`config.mk`:
```
export PLATFORM = sky130hd
export DESIGN_NAME = act_window_scheduler
export DESIGN_NICKNAME = d
export VERILOG_FILES = /design/src/rtl/act_window_scheduler.sv
export SDC_FILE = /design/constraint.sdc
export NUM_CORES = 1
export LEC_CHECK = 0
export CAP_MARGIN = 20
export CORE_MARGIN = 8
export CORE_UTILIZATION = 43
export DETAILED_ROUTE_END_ITERATION = 10
export GPL_TIMING_DRIVEN = 0
export PLACE_DENSITY = 0.88
export SYNTH_ARGS = -nofsm -noshare
export SYNTH_HDL_FRONTEND = slang
export SYNTH_SLANG_ARGS = --single-unit
```
`constraint.sdc`:
```
create_clock -name clk -period 2.55 [get_ports clk]
set_input_delay 0.6375 -clock clk [delete_from_list [all_inputs] [get_ports clk]]
set_output_delay 0.6375 -clock clk [all_outputs]
set_load 0.03 [all_outputs]
```
`src/rtl/act_window_scheduler.sv`:
```
// Activation-memory controller: streams a feature map into the memory (LOAD), then walks the
// window origin over every output position (SWEEP). Optional macro ACT_SCHED_PERF_EN adds stall counters.
module act_window_scheduler #(
  parameter int ENTRY_NUM  = 16,
  parameter int DIM        = 8,
  parameter int KERNEL_DIM = 3,
  parameter int STRIDE     = 1,
  parameter int DATA_SIZE  = 64
) (
  input  logic                 clk,
  input  logic                 rst_n,
  input  logic                 start,
  output logic                 busy,
  output logic                 done,
  input  logic                 in_valid,
  output logic                 in_ready,
  input  logic [DATA_SIZE-1:0] in_data,
  output logic                 mem_write,
  output logic [15:0]          mem_index_entry,
  output logic [15:0]          mem_index_y,
  output logic [15:0]          mem_index_x,
  output logic [DATA_SIZE-1:0] mem_in_data,
  output logic [15:0]          mem_read_y,
  output logic [15:0]          mem_read_x,
  output logic                 win_valid,
  input  logic                 win_ready,
  output logic [15:0]          win_oy,
  output logic [15:0]          win_ox,
  output logic                 win_last
`ifdef ACT_SCHED_PERF_EN
  ,
  output logic [31:0]          load_stall_cnt,
  output logic [31:0]          sweep_stall_cnt
`endif
);

  // state | meaning
  // IDLE  | waiting for start
  // LOAD  | accepting load stream, write counters advance per word
  // SWEEP | presenting windows, origin advances per handshake
  // DONE  | single-cycle completion pulse

  localparam int OUT_DIM = (DIM - KERNEL_DIM) / STRIDE + 1;
  localparam logic [15:0] ENTRY_LAST = 16'(ENTRY_NUM - 1);
  localparam logic [15:0] DIM_LAST   = 16'(DIM - 1);
  localparam logic [15:0] OUT_LAST   = 16'(OUT_DIM - 1);
  localparam logic [15:0] STRIDE_W   = 16'(STRIDE);

  typedef enum logic [1:0] {IDLE, LOAD, SWEEP, DONE} state_t;

  state_t state, state_nxt;

  logic [15:0] cnt_entry, cnt_y, cnt_x;
  logic [15:0] cnt_oy, cnt_ox;

  logic load_fire, load_x_wrap, load_y_wrap, load_last;
  logic win_fire, sweep_last;

  assign load_fire   = (state == LOAD) && in_valid;
  assign load_x_wrap = (cnt_x == DIM_LAST);
  assign load_y_wrap = (cnt_y == DIM_LAST);
  assign load_last   = load_fire && load_x_wrap && load_y_wrap && (cnt_entry == ENTRY_LAST);

  assign sweep_last  = (cnt_oy == OUT_LAST) && (cnt_ox == OUT_LAST);
  assign win_fire    = (state == SWEEP) && win_ready;

  always_ff @(posedge clk or negedge rst_n) begin
    if (!rst_n) state <= IDLE;
    else        state <= state_nxt;
  end

  always_comb begin
    state_nxt = state;
    busy      = 1'b1;
    done      = 1'b0;
    in_ready  = 1'b0;
    win_valid = 1'b0;
    case (state)
      IDLE: begin
        busy = 1'b0;
        if (start) state_nxt = LOAD;
      end
      LOAD: begin
        in_ready = 1'b1;
        if (load_last) state_nxt = SWEEP;
      end
      SWEEP: begin
        win_valid = 1'b1;
        if (win_fire && sweep_last) state_nxt = DONE;
      end
      DONE: begin
        done      = 1'b1;
        state_nxt = IDLE;
      end
      default: state_nxt = IDLE;
    endcase
  end

  // Write address is the counter value before the increment; all counters return to 0 on completion.
  always_ff @(posedge clk or negedge rst_n) begin
    if (!rst_n) begin
      cnt_entry <= '0;
      cnt_y     <= '0;
      cnt_x     <= '0;
    end else if ((state == IDLE) && start) begin
      cnt_entry <= '0;
      cnt_y     <= '0;
      cnt_x     <= '0;
    end else if (load_fire) begin
      if (load_last) begin
        cnt_entry <= '0;
        cnt_y     <= '0;
        cnt_x     <= '0;
      end else if (load_x_wrap) begin
        cnt_x <= '0;
        if (load_y_wrap) begin
          cnt_y     <= '0;
          cnt_entry <= cnt_entry + 16'd1;
        end else begin
          cnt_y <= cnt_y + 16'd1;
        end
      end else begin
        cnt_x <= cnt_x + 16'd1;
      end
    end
  end

  always_ff @(posedge clk or negedge rst_n) begin
    if (!rst_n) begin
      cnt_oy <= '0;
      cnt_ox <= '0;
    end else if ((state == IDLE) && start) begin
      cnt_oy <= '0;
      cnt_ox <= '0;
    end else if (win_fire) begin
      if (sweep_last) begin
        cnt_oy <= '0;
        cnt_ox <= '0;
      end else if (cnt_ox == OUT_LAST) begin
        cnt_ox <= '0;
        cnt_oy <= cnt_oy + 16'd1;
      end else begin
        cnt_ox <= cnt_ox + 16'd1;
      end
    end
  end

  assign mem_write       = in_valid && in_ready;
  assign mem_index_entry = cnt_entry;
  assign mem_index_y     = cnt_y;
  assign mem_index_x     = cnt_x;
  assign mem_in_data     = in_data;

  // Origins are only driven while a window is presented so idle reads sit at 0.
  assign mem_read_y = (state == SWEEP) ? cnt_oy * STRIDE_W : 16'd0;
  assign mem_read_x = (state == SWEEP) ? cnt_ox * STRIDE_W : 16'd0;
  assign win_oy     = (state == SWEEP) ? cnt_oy : 16'd0;
  assign win_ox     = (state == SWEEP) ? cnt_ox : 16'd0;
  assign win_last   = win_valid && sweep_last;

`ifdef ACT_SCHED_PERF_EN
  always_ff @(posedge clk or negedge rst_n) begin
    if (!rst_n) begin
      load_stall_cnt  <= '0;
      sweep_stall_cnt <= '0;
    end else if ((state == IDLE) && start) begin
      load_stall_cnt  <= '0;
      sweep_stall_cnt <= '0;
    end else begin
      if ((state == LOAD) && !in_valid && (load_stall_cnt != 32'hFFFF_FFFF))
        load_stall_cnt <= load_stall_cnt + 32'd1;
      if ((state == SWEEP) && !win_ready && (sweep_stall_cnt != 32'hFFFF_FFFF))
        sweep_stall_cnt <= sweep_stall_cnt + 32'd1;
    end
  end
`endif

endmodule

```
==> results.sh <==
export IMPL_floorplan_die_height_um=129.4
export IMPL_synth_top_area_share=0.3713
export IMPL_required_ns=1.91
export IMPL_max_freq_ghz=0.4018
export IMPL_drc=0
export IMPL_drt_iter0_markers=432
export IMPL_clkLatencyLatePin_ns=0.33
export IMPL_die_area_um2=16740
export IMPL_tightest_slew_ns=0.7835
export IMPL_use_met1=0.2319
export IMPL_detail_route_antenna_nets=0
export IMPL_fillers=1088
export IMPL_antenna_found_initial=0
export IMPL_critPathKind="reg2out"
export IMPL_wl_per_cell_um=16.48
export IMPL_max_slew_margin=0.4742
export IMPL_htree_levels=3
export IMPL_portBuffers=186
export IMPL_fin_cells=1010
export IMPL_cp_max_fo=10
export IMPL_hold_viol_final=0
export IMPL_grt_start_max_net_pins=44
export IMPL_grt_usage=0.1949
export IMPL_endpoint_kind="output port"
export IMPL_io_pins=251
export IMPL_fin_crit_ns=2.489
export IMPL_grt_ovfl_total=0
export IMPL_gp_congestion=0.9068
export IMPL_syn_inst=633
export IMPL_hold_path_class="in2async"
export IMPL_top_usage_layer="met2"
export IMPL_synth_commonest_cells="buf_4 (96), dfrtp_1 (82), nor2_1 (49)"
export IMPL_r2r_cells=7
export IMPL_grt_use_met3=0.05053
export IMPL_grt_pass1_vias=5372
export IMPL_cts_tree="built"
export IMPL_clock_root_buffer="clkbuf_16"
export IMPL_fin_nets=914
export IMPL_cts_sinks=82
export IMPL_coreArea_um2=12570
export IMPL_wl_mm=16.65
export IMPL_hpwl_mm=12.77
export IMPL_yosysWarnings=0
export IMPL_vias_per_cell=5.319
export IMPL_ir_worst_vdd_mv=0.3252
export IMPL_grt_use_met2=0.3330
export IMPL_synthToLayoutAreaGrowth_pct=40.75
export IMPL_synth_most_common_cell="buf_4"
export IMPL_synth_seq_cells=82
export IMPL_die_w_um=129.4
export IMPL_vias=5372
export IMPL_rsz0062_at_grt="yes"
export IMPL_slew_viol_final=0
export IMPL_critPathLaunchType="register"
export IMPL_fp_row_count=41
export IMPL_start_util=0.4397
export IMPL_drtPass1Iterations=5
export IMPL_finalCritPeriodShare=0.9760
export IMPL_p_total_mw=3.411
export IMPL_holdBufCountCts=0
export IMPL_ys_top_cells_by_area="dfrtp_1 (37%), buf_4 (13%), o21ai_0 (4.0%), and2_1 (4.0%), nor2_1 (3.3%)"
export IMPL_syn_nets=714
export IMPL_setup_violations=0
export IMPL_seq_area_um2=2052
export IMPL_synth_area_um2=5527
export IMPL_fin_skew_ns=0.005801
export IMPL_cts_clk_slew_worst_paths_ns=0.06
export IMPL_r2r_start="mem_index_x[0]"
export IMPL_syn_avg_cell_area_um2=8.731
export IMPL_cts_buffers=9
export IMPL_synth_edf_count=0
export IMPL_grt_pass1_wl_mm=26.51
export IMPL_power_density_nw_per_um2=438.5
export IMPL_yosys_area_top_type="dfrtp_1"
export IMPL_power_leakage_nw=3.459
export IMPL_synthFlopType="dfrtp_1"
export IMPL_r2r_slack_ns=0.16
export IMPL_cts_buffer_depth=2
export IMPL_worstPathArrival_ns=1.85
export IMPL_synthDistinctLibCells=48
export IMPL_ys_seq_area_frac=0.3713
export IMPL_synthArstFlopShare=1.000
export IMPL_n_antenna_cell=0
export IMPL_drive_above_1_share=0.2578
export IMPL_drv_cap=0
export IMPL_r2r_end="mem_index_entry[9]"
export IMPL_outcome="finished, final reports clean"
export IMPL_dp_cells=992
export IMPL_multi_input_area_um2=2656
==> flip-flops by register name, summed over array words and instances (netlist names) <==
signal,count
state,2
cnt_oy,16
mem_index_y,16
mem_index_entry,16
mem_index_x,16
cnt_ox,16
==> what timing repair did <==
action / in CTS / in global routing
pin swaps: 1 / 1
gates resized for setup: 291 / 71
cloned: 0 / 0
endpoints found under the setup margin: 72 / 92
setup buffers: 0 / 2
==> through the flow <==
| step | utilization | area [um^2] | hold slack (ns) | setup WS (ns) | TNS (ns) |
|---|---|---|---|---|---|
| CTS | 0.6219 | 7816 | 0.3214 | -0.01045 | -0.01505 |
| finish | 0.6189 | 7779 | 0.3072 | 0.06125 | 0 |
| floorplan | - | 5529 | 0.3419 | -0.02460 | -0.06792 |
| global route | 0.6189 | 7779 | 0.3476 | -0.02524 | -0.09832 |
| global placement | 0.6052 | 7606 | 0.5115 | -2.139 | -206.99 |
| detailed placement | 0.6066 | 7624 | 0.5174 | -0.5825 | -36.83 |
==> critical path: stages, from the launching register on <==
cell	delay (ns)
dfrtp_1	0.41
inv_2	0.10
ha_2	0.21
buf_6	0.14
clkbuf_4	0.19
and2_1	0.16
clkdlybuf4s15_2	0.31
==> worst max-delay path by stage <==
stage | start | end | slack [ns] | cells after the start
finish | state[0] | mem_read_y[5] | 0.06 | 6
CTS | state[0] | win_ox[1] | -0.01 | 7
floorplan | state[0] | win_last | -0.02 | 5
global placement | rst_n | mem_index_entry[2] | -2.14 | 1
global route | state[0] | mem_read_y[1] | -0.03 | 6
detailed placement | state[0] | win_oy[12] | -0.58 | 7
==> cell families (layout without fill, tap and decap cells) <==
kind of cell             after synthesis  after routing  synth area share
adder cells (fa/ha/maj)               12             12           0.02717
AO/OA/AOI/OAI                        111            111            0.1250
AND/OR/NAND/NOR                      260            260            0.2638
flip-flops                            82             82            0.3713
XOR/XNOR                              31             31           0.04913
multiplexers                           3              3          0.005886
buffers and inverters                134            339            0.1578
==> cells in the final DEF (no fill, tap or decap), types with 5 or more instances in the layout <==
cell	n
a22o_1	5
clkbuf_1	13
a31oi_1	6
clkdlybuf4s15_2	10
nand2_1	38
a21o_1	6
xor2_1	12
and3_1	6
and2_1	34
nor3_1	12
ha_1	11
buf_4	106
nand3_1	28
nor2_1	46
a21oi_1	20
clkbuf_4	13
buf_2	39
o21ai_0	44
clkbuf_16	9
nand4_1	21
dfrtp_1	82
inv_1	13
o31ai_1	16
and4_1	5
clkdlybuf4s50_1	117
or4_1	9
xnor2_1	19
nor4_1	17
nor3b_1	5
or3_1	11
==> cell type report <==
class | instances | area share
multi-input combinational | 417 | 0.3415
sequential | 82 | 0.2638
timing repair buffer | 189 | 0.2152
buffer | 118 | 0.1086
clock buffer | 11 | 0.03120
tap | 172 | 0.02767
inverter | 16 | 0.008203
clock inverter | 5 | 0.003860
==> metal layers <==
metal | routed length, um | up-vias
met5 | 0 | -
met4 | 258 | 0
li1 | - | 2566
met3 | 1272 | 18
met1 | 6607 | 2580
met2 | 8508 | 208
==> report_power, final <==
part / internal [mW] / switching [mW] / total (mW)
logic: 0.330 / 0.424 / 0.754
clock network: 0.681 / 0.515 / 1.20
registers: 1.36 / 0.101 / 1.46
Power figures use the tool's default switching activity.
==> edit (same flow settings) <==
Change the parameter `DATA_SIZE` from 64 to 32.
--- a/src/rtl/act_window_scheduler.sv
+++ b/src/rtl/act_window_scheduler.sv
@@ -6,5 +6,5 @@
   parameter int KERNEL_DIM = 3,
   parameter int STRIDE     = 1,
-  parameter int DATA_SIZE  = 64
+  parameter int DATA_SIZE  = 32
 ) (
   input  logic                 clk,
Interface: changed (resized in_data and mem_in_data); port bits go from 251 to 187. No check against the original RTL was run, so the function may have changed too.
==> edit against the original RTL <==
The run now ends with setup timing left. Design area is 7.4% lower. Sequential power hardly changed. Count of clock-buffer cells in the layout is 2 lower. Worst setup slack worse by 0.071 ns. Total power is 3.4% lower. Sequential cell count stayed put. Combinational power is 18% lower. First-iteration DRC count is 28% higher. Fmax is 2.8% lower. Via count is 4.4% lower. Area after synthesis is 4.3% lower. Wire length is 8.6% lower. Critical endpoint is now win_ox[1]. Highest routed layer unchanged.
==> edit: results (changes against the original RTL) <==
<table>
<tr><th>Metric</th><th>Value</th></tr>
<tr><th colspan="2">Outcome</th></tr>
<tr><td>Run status</td><td>complete, but fails checks (was finished, final reports clean)</td></tr>
<tr><td>Violated checks</td><td>setup timing</td></tr>
<tr><th colspan="2">Setup path</th></tr>
<tr><td>Data arrival time of the critical path</td><td>1.92 ns (was 1.85 ns)</td></tr>
<tr><td>Reg-to-reg critical path startpoint</td><td>cnt_oy[9]$_DFFE_PN0P_ (was mem_index_x[0]$_DFFE_PN0P_)</td></tr>
<tr><td>Setup slack on the worst flop-to-flop path</td><td>0.11 ns (was 0.16 ns)</td></tr>
<tr><td>Worst R2R End</td><td>cnt_oy[7]$_DFFE_PN0P_ (was mem_index_entry[9]$_DFFE_PN0P_)</td></tr>
<tr><th colspan="2">Global route</th></tr>
<tr><td>Global-route wire length before repair</td><td>24.63 mm (was 26.51 mm)</td></tr>
<tr><td>M2 GR Usage</td><td>30.69% (was 33.30%)</td></tr>
<tr><td>Pin count of the biggest net entering global routing</td><td>46 (was 44)</td></tr>
<tr><td>Met1 track demand over resource</td><td>22.81% (was 23.19%)</td></tr>
<tr><td>Via count of the first global-routing pass</td><td>4977 (was 5372)</td></tr>
<tr><td>GRT met3 Usage</td><td>4.483% (was 5.053%)</td></tr>
<tr><th colspan="2">Routing</th></tr>
<tr><td>Via count normalized by instance count</td><td>5.588 (was 5.319)</td></tr>
<tr><td>Met2 wire len</td><td>7.388 mm (was 8.508 mm)</td></tr>
<tr><td>Detailed Route Iter0 Violations</td><td>554 (was 432)</td></tr>
<tr><td>Total detailed-routing wirelength</td><td>15.21 mm (was 16.65 mm)</td></tr>
<tr><th colspan="2">STA</th></tr>
<tr><td>Final critical-path setup slack</td><td>-0.009585 ns (was 0.06125 ns)</td></tr>
<tr><td>Relative slew slack</td><td>44.44% (was 47.42%)</td></tr>
<tr><td>Number of failing setup endpoints in the final timing report</td><td>1 (was 0)</td></tr>
<tr><td>Final setup skew</td><td>0.01287 ns (was 0.005801 ns)</td></tr>
<tr><th colspan="2">Power and ir drop</th></tr>
<tr><td>Max rail drop VDD</td><td>0.3656 mV (was 0.3252 mV)</td></tr>
<tr><th colspan="2">Logic synthesis</th></tr>
<tr><td>Number of nets in the synthesized netlist</td><td>650 (was 714)</td></tr>
<tr><td>Post-synthesis sequential area ratio</td><td>38.82% (was 37.13%)</td></tr>
<tr><th colspan="2">Placement</th></tr>
<tr><td>Detailed-placement wirelength estimate</td><td>11.29 mm (was 12.77 mm)</td></tr>
<tr><td>Post-Place Cell Area</td><td>7039 sq um (was 7624 sq um)</td></tr>
<tr><td>Buffers on Ports</td><td>154 (was 186)</td></tr>
<tr><th colspan="2">Finish</th></tr>
<tr><td>Share of cells above drive strength 1</td><td>24.74% (was 25.78%)</td></tr>
<tr><td>Fin nets</td><td>816 (was 914)</td></tr>
</table>
## edit: cells by family after synthesis
logic type | share of synthesized area, %
AND/OR/NAND/NOR | 27.57
AO/OA/AOI/OAI | 13.07
buffers and inverters | 11.95
flip-flops | 38.82
XOR/XNOR | 5.136
adder cells (fa/ha/maj) | 2.840
multiplexers | 0.6154
## edit: where the power goes
part / leakage [nW] / switching (mW) / internal [mW]
logic: 1.99 / 0.358 / 0.263
registers: 1.11 / 0.101 / 1.36
clock network: 0.128 / 0.550 / 0.665
total: 3.22 / 1.01 / 2.29
## edit: how the worst max path moves through the flow
stage / endpoint / cells past startpoint
after detailed placement: cnt_ox[14]$_DFFE_PN0P_ / 7
final: win_ox[1] / 7
after global routing: win_ox[1] / 7
after global placement: mem_index_entry[3]$_DFFE_PN0P_ / 1
after floorplan: win_last / 5
after CTS: win_ox[1] / 7
## edit: through the flow
stage,utilization (%),worst slack (ns),hold WS (ns),cells,total power [mW]
2_1_floorplan,-,-0.02460,0.3419,601,1.825
3_3_place_gp,58.40,-2.092,0.5217,902,2.074
3_5_place_dp,58.60,-0.4901,0.5246,903,2.094
4_1_cts,59.25,-0.08452,0.2954,920,3.308
5_1_grt,59.96,-0.08459,0.3197,919,3.431
6_report,59.96,-0.009585,0.2878,919,3.295
## edit: timing repair
item	in CTS	in global routing
setup buffers	1	1
pin swaps	1	4
endpoints found under the setup margin	73	104
resized for setup	340	39
## edit: area by class of cell
| type | instances | area (sq um) |
|---|---|---|
| sequential | 82 | 2052 |
| fill | 1038 | 4810 |
| buffer | 84 | 590.6 |
| timing repair buffer | 157 | 1316 |
| inverter | 16 | 63.81 |
| multi-input combinational | 417 | 2716 |
| clock inverter | 7 | 53.80 |
| tap | 147 | 183.9 |
| clock buffer | 9 | 225.2 |
